## src/rtl/divider_reconstruct_seq_if.sv

```systemverilog
// divider_reconstruct_seq_if
//   Transaction bus between a divider under test, the reconstruction block
//   and the consumer of the reconstructed dividend.
//   Request side : in_valid/in_ready handshake carrying q, d, r, n_ref.
//   Result side  : out_valid/out_ready handshake carrying n_out, err.
//   Modports:
//     master - the environment (drives requests, accepts results)
//     slave  - divider_reconstruct_seq
interface divider_reconstruct_seq_if #(
  parameter int W = 8
);

  logic              in_valid;
  logic              in_ready;
  logic [W-1:0]      q;
  logic [W-1:0]      d;
  logic [W-1:0]      r;
  logic [2*W-1:0]    n_ref;

  logic              out_valid;
  logic              out_ready;
  logic [2*W-1:0]    n_out;
  logic [2*W:0]      err;

  modport master (
    output in_valid, q, d, r, n_ref, out_ready,
    input  in_ready, out_valid, n_out, err
  );

  modport slave (
    input  in_valid, q, d, r, n_ref, out_ready,
    output in_ready, out_valid, n_out, err
  );

endinterface

```

## src/rtl/divider_reconstruct_seq.sv

```systemverilog
// divider_reconstruct_seq
//   Rebuilds the dividend n' = q*d + r from a divider's quotient/remainder by
//   a sequential LSB-first shift-add over W cycles, then reports the signed
//   error n' - n_ref and accumulates squared-error / sample-count statistics
//   (saturating) so the accuracy of an approximate divider can be measured
//   in hardware. One transaction in flight at a time.
//
//   Ports
//     clk          clock, all state on the rising edge
//     rst          synchronous active-high reset (aborts any transaction)
//     bus          slave side of divider_reconstruct_seq_if
//                    in_valid/in_ready, q, d, r, n_ref  (request)
//                    out_valid/out_ready, n_out, err    (result)
//     clear_stats  zero sse and sample_cnt at the next edge
//     sse          saturating sum of err^2 over completed samples
//     sample_cnt   saturating count of completed samples
module divider_reconstruct_seq #(
  parameter int W     = 8,
  parameter int ACC_W = 48,
  parameter int CNT_W = 32
) (
  input  logic                 clk,
  input  logic                 rst,
  divider_reconstruct_seq_if.slave bus,
  input  logic                 clear_stats,
  output logic [ACC_W-1:0]     sse,
  output logic [CNT_W-1:0]     sample_cnt
);

  localparam int NW    = 2 * W;
  localparam int SQ_W  = 4 * W + 2;
  localparam int IDX_W = (W > 1) ? $clog2(W) : 1;

  typedef enum logic [1:0] {
    IDLE,
    MUL,
    DONE
  } state_t;

  state_t state;
  state_t state_next;

  logic [W-1:0]      q_reg;
  logic [NW-1:0]     d_ext;
  logic [NW-1:0]     n_ref_reg;
  logic [NW-1:0]     acc;
  logic [IDX_W-1:0]  bit_idx;

  logic              out_valid_reg;
  logic [NW-1:0]     n_out_reg;
  logic [NW:0]       err_reg;

  logic              accept;
  logic              last_bit;
  logic              handshake;

  logic [SQ_W-1:0]   err_sext;
  logic [SQ_W-1:0]   err_sq;

  logic [ACC_W-1:0]  sse_base;
  logic [ACC_W:0]    sse_sum;
  logic [ACC_W-1:0]  sse_next;
  logic [CNT_W-1:0]  cnt_base;
  logic [CNT_W-1:0]  cnt_next;

  // in_ready is forced low while reset is asserted, not just after it.
  assign bus.in_ready  = (state == IDLE) && !rst;
  assign bus.out_valid = out_valid_reg;
  assign bus.n_out     = n_out_reg;
  assign bus.err       = err_reg;

  assign accept    = bus.in_valid && bus.in_ready;
  assign last_bit  = (bit_idx == IDX_W'(W - 1));
  assign handshake = out_valid_reg && bus.out_ready;

  // State register.
  always_ff @(posedge clk) begin
    if (rst) begin
      state <= IDLE;
    end else begin
      state <= state_next;
    end
  end

  // Next-state logic. DONE is left only on a real handshake, which needs the
  // registered out_valid, so the first DONE cycle never completes.
  always_comb begin
    state_next = state;
    case (state)
      IDLE: if (accept)    state_next = MUL;
      MUL:  if (last_bit)  state_next = DONE;
      DONE: if (handshake) state_next = IDLE;
      default:             state_next = IDLE;
    endcase
  end

  // Shift-add datapath and result registers.
  // The first DONE cycle registers n_out and the 2W+1-bit error, which is
  // why out_valid appears W+1 edges after the accepting edge. Operands are
  // unsigned, so zero-extending both before the subtract yields the signed
  // difference directly.
  always_ff @(posedge clk) begin
    if (rst) begin
      q_reg         <= '0;
      d_ext         <= '0;
      n_ref_reg     <= '0;
      acc           <= '0;
      bit_idx       <= '0;
      out_valid_reg <= 1'b0;
      n_out_reg     <= '0;
      err_reg       <= '0;
    end else begin
      case (state)
        IDLE: begin
          if (accept) begin
            q_reg     <= bus.q;
            d_ext     <= {{W{1'b0}}, bus.d};
            n_ref_reg <= bus.n_ref;
            acc       <= {{W{1'b0}}, bus.r};
            bit_idx   <= '0;
          end
        end
        MUL: begin
          if (q_reg[bit_idx]) begin
            acc <= acc + (d_ext << bit_idx);
          end
          bit_idx <= bit_idx + 1'b1;
        end
        DONE: begin
          if (!out_valid_reg) begin
            n_out_reg     <= acc;
            err_reg       <= {1'b0, acc} - {1'b0, n_ref_reg};
            out_valid_reg <= 1'b1;
          end else if (bus.out_ready) begin
            out_valid_reg <= 1'b0;
          end
        end
        default: begin
          out_valid_reg <= 1'b0;
        end
      endcase
    end
  end

  // Square of the signed error. Sign-extending to the full product width
  // lets a same-width multiply give the exact (always non-negative) square.
  assign err_sext = {{(SQ_W - NW - 1){err_reg[NW]}}, err_reg};
  assign err_sq   = err_sext * err_sext;

  // Statistics update. A coincident clear zeroes the base first so that
  // the sample completing in the same cycle is still counted.
  always_comb begin
    sse_base = clear_stats ? '0 : sse;
    cnt_base = clear_stats ? '0 : sample_cnt;
    sse_sum  = {1'b0, sse_base};
    sse_next = sse_base;
    cnt_next = cnt_base;
    if (handshake) begin
      sse_sum  = {1'b0, sse_base} + {{(ACC_W + 1 - SQ_W){1'b0}}, err_sq};
      sse_next = sse_sum[ACC_W] ? '1 : sse_sum[ACC_W-1:0];
      cnt_next = (&cnt_base) ? cnt_base : cnt_base + 1'b1;
    end
  end

  // Statistics registers.
  always_ff @(posedge clk) begin
    if (rst) begin
      sse        <= '0;
      sample_cnt <= '0;
    end else begin
      sse        <= sse_next;
      sample_cnt <= cnt_next;
    end
  end

endmodule

```

## src/flat_wrapper.sv

```systemverilog
// flat-port wrapper written by rule: the top's interface ports become plain ports
module divider_reconstruct_seq_flat 
#(
  parameter int W     = 8,
  parameter int ACC_W = 48,
  parameter int CNT_W = 32
)
  (clk, rst, clear_stats, sse, sample_cnt, bus_in_valid, bus_q, bus_d, bus_r, bus_n_ref, bus_out_ready, bus_in_ready, bus_out_valid, bus_n_out, bus_err);
  divider_reconstruct_seq_if #(.W(W)) bus_i ();
  input  logic clk;
  input  logic rst;
  input  logic clear_stats;
  output logic [ACC_W-1:0] sse;
  output logic [CNT_W-1:0] sample_cnt;
  input wire logic [$bits(bus_i.in_valid)-1:0] bus_in_valid;
  input wire logic [$bits(bus_i.q)-1:0] bus_q;
  input wire logic [$bits(bus_i.d)-1:0] bus_d;
  input wire logic [$bits(bus_i.r)-1:0] bus_r;
  input wire logic [$bits(bus_i.n_ref)-1:0] bus_n_ref;
  input wire logic [$bits(bus_i.out_ready)-1:0] bus_out_ready;
  output wire logic [$bits(bus_i.in_ready)-1:0] bus_in_ready;
  output wire logic [$bits(bus_i.out_valid)-1:0] bus_out_valid;
  output wire logic [$bits(bus_i.n_out)-1:0] bus_n_out;
  output wire logic [$bits(bus_i.err)-1:0] bus_err;
  assign bus_i.in_valid = bus_in_valid;
  assign bus_i.q = bus_q;
  assign bus_i.d = bus_d;
  assign bus_i.r = bus_r;
  assign bus_i.n_ref = bus_n_ref;
  assign bus_i.out_ready = bus_out_ready;
  assign bus_in_ready = bus_i.in_ready;
  assign bus_out_valid = bus_i.out_valid;
  assign bus_n_out = bus_i.n_out;
  assign bus_err = bus_i.err;
  divider_reconstruct_seq #(.W(W), .ACC_W(ACC_W), .CNT_W(CNT_W)) u_core (.clk(clk), .rst(rst), .bus(bus_i), .clear_stats(clear_stats), .sse(sse), .sample_cnt(sample_cnt));
endmodule
```

## config.mk

```make
export PLATFORM = sky130hd
export DESIGN_NAME = divider_reconstruct_seq_flat
export DESIGN_NICKNAME = d
export VERILOG_FILES = /design/src/rtl/divider_reconstruct_seq_if.sv /design/src/rtl/divider_reconstruct_seq.sv /design/src/flat_wrapper.sv
export SDC_FILE = /design/constraint.sdc
export NUM_CORES = 1
export LEC_CHECK = 0
export ABC_AREA = 1
export CORE_UTILIZATION = 35
export CTS_CLUSTER_DIAMETER = 30
export DETAILED_ROUTE_END_ITERATION = 8
export DONT_BUFFER_PORTS = 1
export PLACE_DENSITY = 0.52
export SLEW_MARGIN = 20
export SYNTH_ARGS = -nofsm -noshare
export SYNTH_HDL_FRONTEND = slang
export SYNTH_SLANG_ARGS = --single-unit
```

## constraint.sdc

```tcl
create_clock -name clk -period 6.59 [get_ports clk]
set_clock_uncertainty 0.05 [all_clocks]
set_input_delay 1.318 -clock clk [delete_from_list [all_inputs] [get_ports clk]]
set_output_delay 1.318 -clock clk [all_outputs]
set_load 0.05 [all_outputs]
```

==> flow_summary.json <==
{
  "busiest_layer": "met2",
  "crit_slowest_cell": "fa_2",
  "timing.final.ws_setup_ns": -0.402,
  "firstDrtPassIters": 6,
  "multi_input_area_um2": 18200,
  "synth-async-reset-ratio": 0,
  "cp_data_arrival_time_ns": 7.31,
  "rows": 93,
  "max_stage_delay_ns": 0.60,
  "tns_ns": -16.87,
  "status": "finished with violations",
  "ys.flop_type": "dfxtp_1",
  "setup_viol": 48,
  "io_buffers": 0,
  "avgSynthCellArea_um2": 6.93,
  "largest_reg_flops": 48,
  "wirelength_mm": 72.3,
  "ys_ff_latch": 167,
  "cp-end-kind": "flip-flop",
  "synth_edf_count": 0,
  "cts_hold_buf": 0,
  "report.final.hold_viol_count": 0,
  "grt_use_total": 0.222,
  "worstPathMaxFanout": 13,
  "yosysSeqAreaShare": 0.147,
  "cts_max_level": 4,
  "crit_required_ns": 6.91,
  "grt.met3_usage": 0.0352,
  "grt_max_degree": 68,
  "violations": "setup timing",
  "power.density_nw_per_um2": 81.7,
  "synth_area_um2": 22700,
  "syn_inst": 3281,
  "synth.top_cell.area_share": 0.239,
  "final_cells": 4524,
  "maxSlewViolCount": 0,
  "synthTopCellsByArea": "fa_1, dfxtp_1, nand2_1, inv_1, ha_1",
  "clkTransAtPathRegs_ns": 0.07,
  "start_util": 0.354,
  "fin_util": 0.464,
  "gp_congestion": 0.918,
  "cts_num_sinks": 167,
  "ant_nets": 0,
  "cts_tree": "done",
  "p_leak_nw": 15.9,
  "worstSetupPathType": "flip-flop to flip-flop",
  "vias": 21400,
  "r2r_start": "u_core.bus.err[10]",
  "viasPerCell": 4.72,
  "grt_overflow": 0,
  "synth_top_area_cell": "fa_1",
  "hold_path_class": "flip-flop to flip-flop",
  "antenna_found_initial": 4,
  "post-route-drc-count": 0,
  "max-vdd-ir-drop_mv": 0.203,
  "design_area_um2": 29900,
  "use_met2": 0.378,
  "clock.fmax_mhz": 143,
  "slew_headroom": 0.356,
  "drv_cap": 0,
  "grt_setup_unrepaired": "yes",
  "dpl-instance-area_um2": 26700,
  "grt_pass1_vias": 21500,
  "finalPower_mw": 2.44,
  "syn_to_final_growth_pct": 31.3,
  "die_w_um": 257,
  "wire_per_inst_um": 16.0,
  "dieArea_um2": 66000,
  "cts-root-buf": "clkbuf_16",
  "yosysWarningCount": 0,
  "post-place-ws_ns": -0.753,
  "hold_ws_ns": 0.410,
  "start_kind": "flip-flop",
  "fin_crit_sh": 1.06,
  "dpl.hpwl_mm": 57.5,
  "clk_latency_ns": 0.50,
  "ys_types": 52,
  "drive_gt1_frac": 0.265,
  "crit_start": "u_core.bus.err[10]",
  "drt_iter0_markers": 1139,
  "place_inst": 4384,
  "core_area_um2": 64300,
  "tightest_slew_ns": 0.961,
  "min_period_ns": 6.99,
  "numCtsBuffers": 17,
  "seq_area_um2": 3410,
  "die-height_um": 257,
  "met1_usage": 0.289,
  "synth_fp_nets": 3757,
  "grt_pass1_wl_mm": 115,
  "clk_path_buf_depth": 2,
  "min_from": "u_core.q_reg[4]",
  "ios": 160,
  "fill_cells": 6512,
  "final_nets": 4130
}
-- logic make-up (layout without fill, tap and decap cells) --
group / after synthesis / in the layout / share of synthesized area
buffers and inverters: 840 / 1224 / 0.142
adder cells (fa/ha/maj): 431 / 431 / 0.327
AO/OA/AOI/OAI: 431 / 431 / 0.102
multiplexers: 5 / 5 / 0.00220
AND/OR/NAND/NOR: 1316 / 1316 / 0.244
flip-flops: 167 / 167 / 0.147
XOR/XNOR: 91 / 91 / 0.0350
other: 0 / 4 / 0
-- synth_stat cells (2+ instances only) --
cell type,number
inv_2,3
nand3_2,13
clkbuf_1,75
nand4_1,26
a31oi_1,25
a21boi_0,5
ha_1,159
nand2_4,6
o31ai_1,5
nor3_2,3
nand2_2,8
buf_6,9
o21bai_1,12
or2_2,9
nand3b_1,12
a211oi_1,2
nor2_1,294
o21a_1,4
a21o_1,8
nand2_1,759
buf_2,8
buf_1,9
nor4_1,6
fa_1,272
xnor2_1,43
xor2_1,48
o211ai_1,8
o21ai_1,12
nor2_4,5
mux2i_1,5
o21ai_0,164
nor2_2,11
dfxtp_1,167
clkinv_1,2
a21oi_1,178
and2_1,3
a31o_2,2
inv_1,733
nor3_1,25
nand3_1,131
-- layout make-up --
type / instances / share of cell area
flip-flops and latches: 167 / 0.114
well taps: 855 / 0.0358
multi-input cells: 2274 / 0.610
clock buffers: 17 / 0.0142
inverters: 739 / 0.0936
clock inverters: 13 / 0.00532
diodes: 4 / 0.000335
repair buffers: 455 / 0.127
-- routing by layer --
metal  share of wire  up-vias
met2            0.49      395
met4           0.018        0
met3           0.044       63
met1            0.45    10100
li1                -    10800
met5               0        -
-- where the power goes --
group	total, mW	switching [mW]	internal [mW]
clock	1.06	0.497	0.567
combinational	0.326	0.221	0.105
sequential	1.05	0.0256	1.03
-- cells in the final DEF (no fill, tap or decap), drive strengths merged, types with 2 or more instances in the layout --
cell type,count
a211oi,2
a21boi,5
a21o,8
a21oi,179
a31o,2
a31oi,25
and2,3
buf,454
bufinv,2
clkbuf,18
clkinv,5
clkinvlp,2
dfxtp,167
diode,4
fa,272
ha,159
inv,743
mux2i,5
nand2,773
nand3,145
nand3b,12
nand4,26
nor2,310
nor3,29
nor3b,2
nor4,6
o211ai,8
o21a,4
o21ai,177
o21bai,12
o31ai,5
or2,9
xnor2,43
xor2,48
-- worst max-delay path, delay by kind of cell, from the launching register on --
family	cells	cell delay [ns]
buffers and inverters	8	0.63
AOI/OAI and AO/OA	1	0.14
adders and majority gates	8	3.54
DFF	1	0.45
and+or+nand+nor	17	1.86
xor gates and xnor gates	1	0.16
-- final timing paths --
kind | endpoint | slack, ns | depth (start not counted)
max | u_core.sse[22] | -0.40 | 35
max reg2reg | u_core.sse[22] | -0.40 | 35
min | u_core.q_reg[4] | 0.41 | 2
min reg2reg | u_core.q_reg[4] | 0.41 | 2
-- what timing repair did --
action,CTS,global route
setup buffers,71,34
resized for setup,247,220
endpoints found under the setup margin,48,48
cloned,2,1
pin swaps,149,106
(Power assumes the default switching activity.)
